`src/rtl/rom_fetch_arbiter_pkg.sv`:
```
// Shared types and constants for the ROM fetch arbiter: FSM states, grant
// ownership and the SDRAM word address width.
package rom_fetch_arbiter_pkg;

  localparam int SDR_AW = 25;

  typedef enum logic [1:0] {
    IDLE,
    CPU_FETCH,
    AUX_FETCH
  } rom_arb_state_t;

  typedef enum logic {
    OWNER_CPU,
    OWNER_AUX
  } rom_owner_t;

endpackage

```
`src/rtl/rom_fetch_arbiter_hit_buffer.sv`:
```
// One-word CPU hit buffer: remembers the last CPU fill so a repeated fetch of
// the same word can be answered without touching SDRAM.
module rom_hit_buffer (
  input  logic        clk,
  input  logic        reset,
  input  logic        fill,
  input  logic [19:0] fill_addr,
  input  logic [15:0] fill_data,
  input  logic        inval,
  input  logic [19:0] cmp_addr,
  output logic        hit,
  output logic [15:0] buf_data
);

  logic [19:0] buf_addr;
  logic        buf_valid;

  always_ff @(posedge clk) begin
    if (reset) begin
      buf_addr  <= '0;
      buf_data  <= '0;
      buf_valid <= 1'b0;
    end else if (fill) begin
      buf_addr  <= fill_addr;
      buf_data  <= fill_data;
      // A bank switch racing the fill still leaves the word untrusted.
      buf_valid <= !inval;
    end else if (inval) begin
      buf_valid <= 1'b0;
    end
  end

  assign hit = buf_valid && (buf_addr == cmp_addr);

endmodule

```
`src/rtl/rom_fetch_arbiter.sv`:
```
// Arbitrates the single SDRAM ROM read channel between the CPU ROM path and
// an auxiliary DMA requester, with round-robin on ties and a CPU hit buffer.
module rom_fetch_arbiter
  import rom_fetch_arbiter_pkg::*;
#(
  parameter logic [SDR_AW-1:0] CPU_BASE = 25'h000_0000,
  parameter logic [SDR_AW-1:0] AUX_BASE = 25'h010_0000,
  parameter int                AUX_AW   = 20
) (
  input  logic              clk,
  input  logic              reset,
  input  logic              cpu_req,
  input  logic [19:0]       cpu_addr,
  output logic [15:0]       cpu_data,
  output logic              cpu_ready,
  input  logic              inval,
  input  logic              aux_req,
  input  logic [AUX_AW-1:0] aux_addr,
  output logic [15:0]       aux_data,
  output logic              aux_ack,
  output logic              sdr_req,
  output logic [SDR_AW-1:0] sdr_addr,
  input  logic              sdr_ack,
  input  logic [15:0]       sdr_data
);

  // Handshake: cpu_req/aux_req are one-cycle strobes accepted only while the
  // requester has nothing pending; sdr_req is a level held with a stable
  // sdr_addr until a one-cycle sdr_ack; cpu_ready/aux_ack are one-cycle pulses.

  rom_arb_state_t    state;
  rom_owner_t        last_owner;
  logic              cpu_pend;
  logic              aux_pend;
  logic [19:0]       cpu_lat;
  logic [AUX_AW-1:0] aux_lat;

  logic        buf_hit;
  logic [15:0] buf_data;
  logic        cpu_hit;
  logic        cpu_miss;
  logic        aux_new;
  logic        cpu_want;
  logic        aux_want;
  logic        grant_cpu;
  logic [19:0]       cpu_eff_addr;
  logic [AUX_AW-1:0] aux_eff_addr;
  logic        fill;

  assign cpu_hit  = cpu_req && !cpu_pend && buf_hit && !inval;
  assign cpu_miss = cpu_req && !cpu_pend && !cpu_hit;
  assign aux_new  = aux_req && !aux_pend;

  // A fresh strobe is folded in so a miss on an idle channel issues at once.
  assign cpu_want     = cpu_pend || cpu_miss;
  assign aux_want     = aux_pend || aux_new;
  assign grant_cpu    = cpu_want && (!aux_want || last_owner == OWNER_AUX);
  assign cpu_eff_addr = cpu_pend ? cpu_lat : cpu_addr;
  assign aux_eff_addr = aux_pend ? aux_lat : aux_addr;
  assign fill         = (state == CPU_FETCH) && sdr_ack;

  rom_hit_buffer u_hit_buffer (
    .clk       (clk),
    .reset     (reset),
    .fill      (fill),
    .fill_addr (cpu_lat),
    .fill_data (sdr_data),
    .inval     (inval),
    .cmp_addr  (cpu_addr),
    .hit       (buf_hit),
    .buf_data  (buf_data)
  );

  always_ff @(posedge clk) begin
    if (reset) begin
      state      <= IDLE;
      last_owner <= OWNER_AUX;
      cpu_pend   <= 1'b0;
      aux_pend   <= 1'b0;
      cpu_lat    <= '0;
      aux_lat    <= '0;
      sdr_req    <= 1'b0;
      sdr_addr   <= '0;
      cpu_ready  <= 1'b0;
      aux_ack    <= 1'b0;
      cpu_data   <= '0;
      aux_data   <= '0;
    end else begin
      cpu_ready <= 1'b0;
      aux_ack   <= 1'b0;

      if (cpu_hit) begin
        cpu_ready <= 1'b1;
        cpu_data  <= buf_data;
      end else if (cpu_miss) begin
        cpu_pend <= 1'b1;
        cpu_lat  <= cpu_addr;
      end
      if (aux_new) begin
        aux_pend <= 1'b1;
        aux_lat  <= aux_addr;
      end

      case (state)
        IDLE: begin
          if (grant_cpu) begin
            state    <= CPU_FETCH;
            sdr_req  <= 1'b1;
            sdr_addr <= CPU_BASE + SDR_AW'(cpu_eff_addr);
          end else if (aux_want) begin
            state    <= AUX_FETCH;
            sdr_req  <= 1'b1;
            sdr_addr <= AUX_BASE + SDR_AW'(aux_eff_addr);
          end
        end
        CPU_FETCH: begin
          if (sdr_ack) begin
            state      <= IDLE;
            sdr_req    <= 1'b0;
            cpu_data   <= sdr_data;
            cpu_ready  <= 1'b1;
            cpu_pend   <= 1'b0;
            last_owner <= OWNER_CPU;
          end
        end
        AUX_FETCH: begin
          if (sdr_ack) begin
            state      <= IDLE;
            sdr_req    <= 1'b0;
            aux_data   <= sdr_data;
            aux_ack    <= 1'b1;
            aux_pend   <= 1'b0;
            last_owner <= OWNER_AUX;
          end
        end
        default: state <= IDLE;
      endcase
    end
  end

endmodule

```
`config.mk`:
```
export PLATFORM = sky130hd
export DESIGN_NAME = rom_fetch_arbiter
export DESIGN_NICKNAME = d
export VERILOG_FILES = /design/src/rtl/rom_fetch_arbiter_pkg.sv /design/src/rtl/rom_fetch_arbiter_hit_buffer.sv /design/src/rtl/rom_fetch_arbiter.sv
export SDC_FILE = /design/constraint.sdc
export NUM_CORES = 1
export LEC_CHECK = 0
export CORE_MARGIN = 3
export CORE_UTILIZATION = 44
export CTS_CLUSTER_DIAMETER = 30
export DETAILED_ROUTE_END_ITERATION = 12
export GPL_TIMING_DRIVEN = 1
export PLACE_DENSITY_LB_ADDON = 0.3
export RECOVER_POWER = 50
export SYNTH_ARGS = -nofsm -noshare
export SYNTH_HDL_FRONTEND = slang
export SYNTH_HIERARCHICAL = 1
export SYNTH_SLANG_ARGS = --single-unit
```
`constraint.sdc`:
```
create_clock -name clk -period 2.4 [get_ports clk]
set_input_delay 0.72 -clock clk [delete_from_list [all_inputs] [get_ports clk]]
set_output_delay 0.72 -clock clk [all_outputs]
set_load 0.05 [all_outputs]
```
; ---- Word-level counts from Yosys, hierarchy flattened
; Index checks and enable logic that the tools add are counted.
[word_totals]
ff_bits = 142
input_bits = 62
[classes]
n_eq_ne = 7
bitwise = 2
n_mux = 30
n_addsub = 1
n_reduce_logical = 29
[op_table]
columns = cell, n
row1 = $mux 25, 2
row2 = $mux 16, 3
row3 = $mux 20, 2
row4 = $add 21x20->22 const A, 1
row5 = $eq 20x20->1, 1
row6 = $mux 1, 17
row7 = $logic_and 1x1->1, 8
row8 = $reduce_and 2->1, 4
row9 = $reduce_bool 2->1, 4
row10 = $mux 2, 3
row11 = $reduce_and 3->1, 2
row12 = $logic_not 1->1, 5
row13 = $ne 2x2->1 const B, 2
row14 = $pmux 1 s2, 2
row15 = $pmux 2 s2, 1
row16 = $reduce_or 2->1, 2
row17 = $logic_or 1x1->1, 3
row18 = $ne 3x3->1 const B, 1
row19 = $eq 2x1->1 const B, 1
row20 = $eq 2x2->1 const B, 1
row21 = $logic_not 2->1, 1
row22 = $ne 2x1->1 const B, 1
row23 = $not 1->1, 2

; ---- Depth between registers and ports, before layout
[logic_depth]
depth_word = 10
mapped_depth = 10

; ---- Cells and area by module
; Netlist, hierarchy kept.
[modules_own_cells]
columns = mod, instances, area_each_um2, cells_per_inst
row1 = rom_fetch_arbiter, 1, 4200.3, 473
row2 = rom_hit_buffer, 1, 1511.4, 146

; ---- Worst setup path after synthesis
; No wires, ideal clock.
[synth_timing]
kind = in2reg
start = input port cpu_addr[17]
end = register sdr_addr[10]
slack_ns = -0.098
arrival_ns = 2.376
required_time_ns = 2.278
setup_time_ns = 0.122
path_buffers = 2
path_stages = 10
cell_sequence = xor2_1 nor4_1 nand4_1 nor4_2 nand2b_1 buf_6 a21oi_4 buf_2 nor3_1 a221o_1
[synth_via]
elab_chain_len = 10
[synth_rtl]
columns = item, line_no
row1 = start: declaration, rom_fetch_arbiter.sv:13  ; input logic [19:0] cpu_addr,
row2 = $eq 20x20->1 *, rom_fetch_arbiter_hit_buffer.sv:33  ; assign hit = buf_valid && (buf_addr == cmp_addr);
row3 = $logic_and 1x1->1 *, rom_fetch_arbiter_hit_buffer.sv:33
row4 = net buf_hit, rom_fetch_arbiter.sv:38  ; logic buf_hit;
row5 = $logic_and 1x1->1 * (2 in series), rom_fetch_arbiter.sv:50  ; assign cpu_hit = cpu_req && !cpu_pend && buf_hit && !inval;
row6 = $logic_not 1->1 *, rom_fetch_arbiter.sv:51  ; assign cpu_miss = cpu_req && !cpu_pend && !cpu_hit;
row7 = $logic_and 1x1->1 *, rom_fetch_arbiter.sv:51
row8 = $logic_or 1x1->1 *, rom_fetch_arbiter.sv:55  ; assign cpu_want = cpu_pend || cpu_miss;
row9 = $logic_and 1x1->1 *, rom_fetch_arbiter.sv:57  ; assign grant_cpu = cpu_want && (!aux_want || last_owner == OWNER_AUX);
row10 = $reduce_bool 2->1 (no line), --
row11 = $reduce_and 2->1 (no line), --
row12 = end signal: assignment, rom_fetch_arbiter.sv:109  ; sdr_addr <= CPU_BASE + SDR_AW'(cpu_eff_addr);
row13 = end signal: assignment, rom_fetch_arbiter.sv:113  ; sdr_addr <= AUX_BASE + SDR_AW'(aux_eff_addr);
row14 = end: declaration, rom_fetch_arbiter.sv:22  ; output logic [SDR_AW-1:0] sdr_addr,
; The timed path passes the listed nets; every way through them passes the cells marked *.
; A chain may end at the register's enable or synchronous reset.

; ---- Worst setup path in the final report
[layout_timing]
start = input port cpu_addr[12]
end = register sdr_addr[9]
; Same word-level chain as after synthesis.

==> impl_metrics.py <==
metrics = {
    "status": {
        "status": "complete, no violations",
    },
    "routing": {
        "vias": 4922,
        "post-route-drc-count": 0,
        "wl_um": 15510,
        "ant_nets": 0,
        "drtIter0Drc": 342,
        "avgRoutedWirePerCell_um": 16.59,
        "firstDrtPassIters": 5,
        "routed_via_density": 5.264,
    },
    "placed_design": {
        "portBuffers": 117,
        "place.gp.congestion": 0.7977,
        "hpwl_um": 10460,
        "dp_slack_ps": -813.3,
        "placed_cell_area_um2": 7268,
    },
    "setup_path": {
        "critPathTopFamily": "simple AND/OR/NAND/NOR gates",
        "worstPathRequired_ps": 2700,
        "slowest_delay_ps": 280,
        "cpMostUsedCell": "nor4_2",
        "worstSetupPathType": "in2reg",
        "critPathSlowestCell": "nor4_2",
        "crit_path_cell_trace": "buf_6 -> xor2_4 -> nor4_2 -> nand3_1 -> nor4_2 -> nand2b_1 -> buf_4 -> a21oi_4 -> buf_12 -> nor3_1 -> a221o_1",
        "endpoint_kind": "flip-flop",
        "startpoint_type": "input port",
        "arrival_ps": 2680,
        "cp_max_fo": 22,
        "crit_buf_inv": 3,
    },
    "timing": {
        "skew_ps": 13.43,
        "max_freq_mhz": 421.2,
        "report.final.hold_viol_count": 0,
        "drv_slew": 0,
        "worst_pin_slew_ps": 916.1,
        "rsz0062_at_grt": "yes",
        "setup_viol": 0,
        "slew-limit-headroom_pct": 38.93,
        "fin_ws_ps": 25.92,
        "min_period_over_period_pct": 98.92,
        "finalCriticalPeriod_ps": 2374,
        "tns_ps": 0,
    },
    "finish": {
        "final_common_cell": "dfxtp_1",
        "drive_above_1_share_pct": 14.36,
        "area_delta_synth_final_pct": 40.50,
        "nNetsFinal": 820,
        "fill_cells": 990,
        "final_cell_mix": "dfxtp_1 (136), nand2_1 (123), clkdlybuf4s50_1 (93), mux2i_1 (70), nor2_1 (58)",
        "final_area_um2": 8025,
    },
    "logic_synthesis": {
        "synth_top_area_share_pct": 48.37,
        "ys_types": 39,
        "syn_area_um2": 5712,
        "ys_ff_latch": 138,
        "synthTopCellsByArea": "dfxtp_1 (48%), mux2i_1 (13%), nand2_1 (8.1%), nor2_1 (3.8%), a21oi_1 (3.7%)",
        "netlist_instances": 619,
        "syn_avg_cell_area_um2": 9.227,
        "ys_warn_count": 6,
        "ys_seq_area_share_pct": 48.37,
        "synth_top_area_cell": "dfxtp_1",
    },
    "global_routing": {
        "grt_pass1_vias": 5113,
        "antenna_found_initial": 0,
        "grt.total_usage_pct": 21.84,
        "grt_pass1_wl_um": 25100,
        "grt-ovfl-total": 0,
        "grt_max_degree": 62,
    },
    "cts": {
        "worstSkewPairLatency_ps": 420,
        "cts_root_buffer": "clkbuf_16",
        "cts_tree": "done",
        "clk_path_buf_depth": 2,
        "cts.clk_slew.worst_paths_ps": 60,
        "cts.sinks": 138,
        "cts_made_buffers": 17,
        "htreeDepth": 4,
    },
    "job": {
        "cap_violations": 0,
    },
    "die": {
        "start_util_pct": 46.20,
        "row_count": 40,
        "die_w_um": 119.9,
        "dieHeight_um": 119.9,
        "core_um2": 12360,
        "io_pins": 122,
        "dieArea_um2": 14380,
    },
    "power_and_ir_drop": {
        "p_total_uw": 6679,
        "ir_drop_mv": 0.5018,
        "p_leak_uw": 0.003115,
        "p_per_area_nw_per_um2": 832.2,
    },
    "worst_hold_path": {
        "hp-class": "reg2reg",
    },
}
[cells by family after synthesis]
| group | Yosys count | synth area share [%] |
|---|---|---|
| other | 1 | 0.06565 |
| and+or+nand+nor | 223 | 16.58 |
| DFF | 138 | 48.37 |
| buffers and inverters | 54 | 4.731 |
| xor gates and xnor gates | 20 | 3.067 |
| muxes | 72 | 12.62 |
| adders and majority gates | 4 | 0.8763 |
| AOI/OAI and AO/OA | 107 | 13.69 |
[synthesized netlist by cell type]
| master | n |
|---|---|
| a21oi_4 | 1 |
| a21oi_2 | 2 |
| o21bai_1 | 1 |
| nand4_1 | 3 |
| dfxtp_1 | 138 |
| or4b_1 | 1 |
| clkbuf_1 | 20 |
| buf_6 | 3 |
| a211o_1 | 1 |
| a211oi_1 | 16 |
| ha_1 | 4 |
| a21oi_1 | 42 |
| a221o_1 | 20 |
| xor2_1 | 8 |
| nand2b_4 | 1 |
| nor2_8 | 1 |
| o21ai_1 | 1 |
| buf_2 | 9 |
| buf_4 | 9 |
| conb_1 | 1 |
| nand2_1 | 123 |
| nor3_1 | 21 |
| nor4_1 | 3 |
| o211ai_1 | 1 |
| buf_1 | 6 |
| nor2_1 | 58 |
| o21ba_2 | 2 |
| or3_1 | 1 |
| a22o_1 | 17 |
| nor2b_1 | 3 |
| inv_1 | 7 |
| nand3_1 | 1 |
| xnor2_1 | 12 |
| o21ai_0 | 2 |
| a32o_1 | 1 |
| nand2b_1 | 5 |
| mux2i_1 | 72 |
| nor4_2 | 1 |
| nor3b_1 | 1 |
[where the power goes]
group | leakage (uW) | switching [uW] | internal, uW
combinational | 0.00170 | 903 | 602
clock | 0.000285 | 958 | 1620
sequential | 0.00113 | 119 | 2480
total | 0.00312 | 1980 | 4700
[flip-flops by register name, indices dropped and copies added, names as in the netlist, 2 cells and up]
| register | cells |
|---|---|
| aux_data | 16 |
| aux_lat | 20 |
| cpu_data | 16 |
| cpu_lat | 20 |
| sdr_addr | 21 |
| state | 2 |
| u_hit_buffer/buf_addr | 20 |
| u_hit_buffer/buf_data | 16 |
[final cells by class]
class	count	area [um^2]	area share [%]
multi-input combinational	430	2844	35.44
inverter	7	26.28	0.3274
tap	168	210.2	2.619
antenna	1	2.502	0.03118
clock inverter	13	152.6	1.902
sequential	138	2765	34.46
timing repair buffer	160	1595	19.88
clock buffer	18	429.2	5.348
[through the flow]
stage | std cells | hold slack [ps] | utilization, %
3_3_place_gp | 900 | 441.1 | 58.80
2_1_floorplan | 622 | 436.6 | -
3_5_place_dp | 900 | 448.4 | 58.80
5_1_grt | 934 | 474.0 | 64.90
4_1_cts | 931 | 456.3 | 64.24
6_report | 935 | 458.9 | 64.92
[worst paths after layout]
check                                  from          end  slack (ps)  cells past startpoint
hold reg to reg                  aux_lat[8]   aux_lat[8]         460                      2
setup / recovery               cpu_addr[12]  sdr_addr[9]          30                     11
hold / removal                   aux_lat[8]   aux_lat[8]         460                      2
setup reg to reg  u_hit_buffer/buf_addr[12]  sdr_addr[9]          60                     10
[per-layer routing]
metal | GRT usage, % | share of wire (%) | routed length (um)
met2 | 36.46 | 49 | 7630
met3 | 8.388 | 7.5 | 1158
met1 | 25.32 | 42 | 6486
met4 | 8.304 | 1.5 | 238
met5 | 0 | 0 | 0
[worst min-delay path, stage by stage (launching register included)]
cell and delay [ps]:
dfxtp_1 310, nand2_1 50, a21oi_1 50
[repair_timing]
item                                    CTS  global route
buffers inserted                          0             2
hold buffers                              0             0
endpoints found under the setup margin   62            55
gates resized for setup                  55            23
pin swaps                                13             9
cloned                                    1             1
Note: power is estimated with default switching activity, not from simulation.
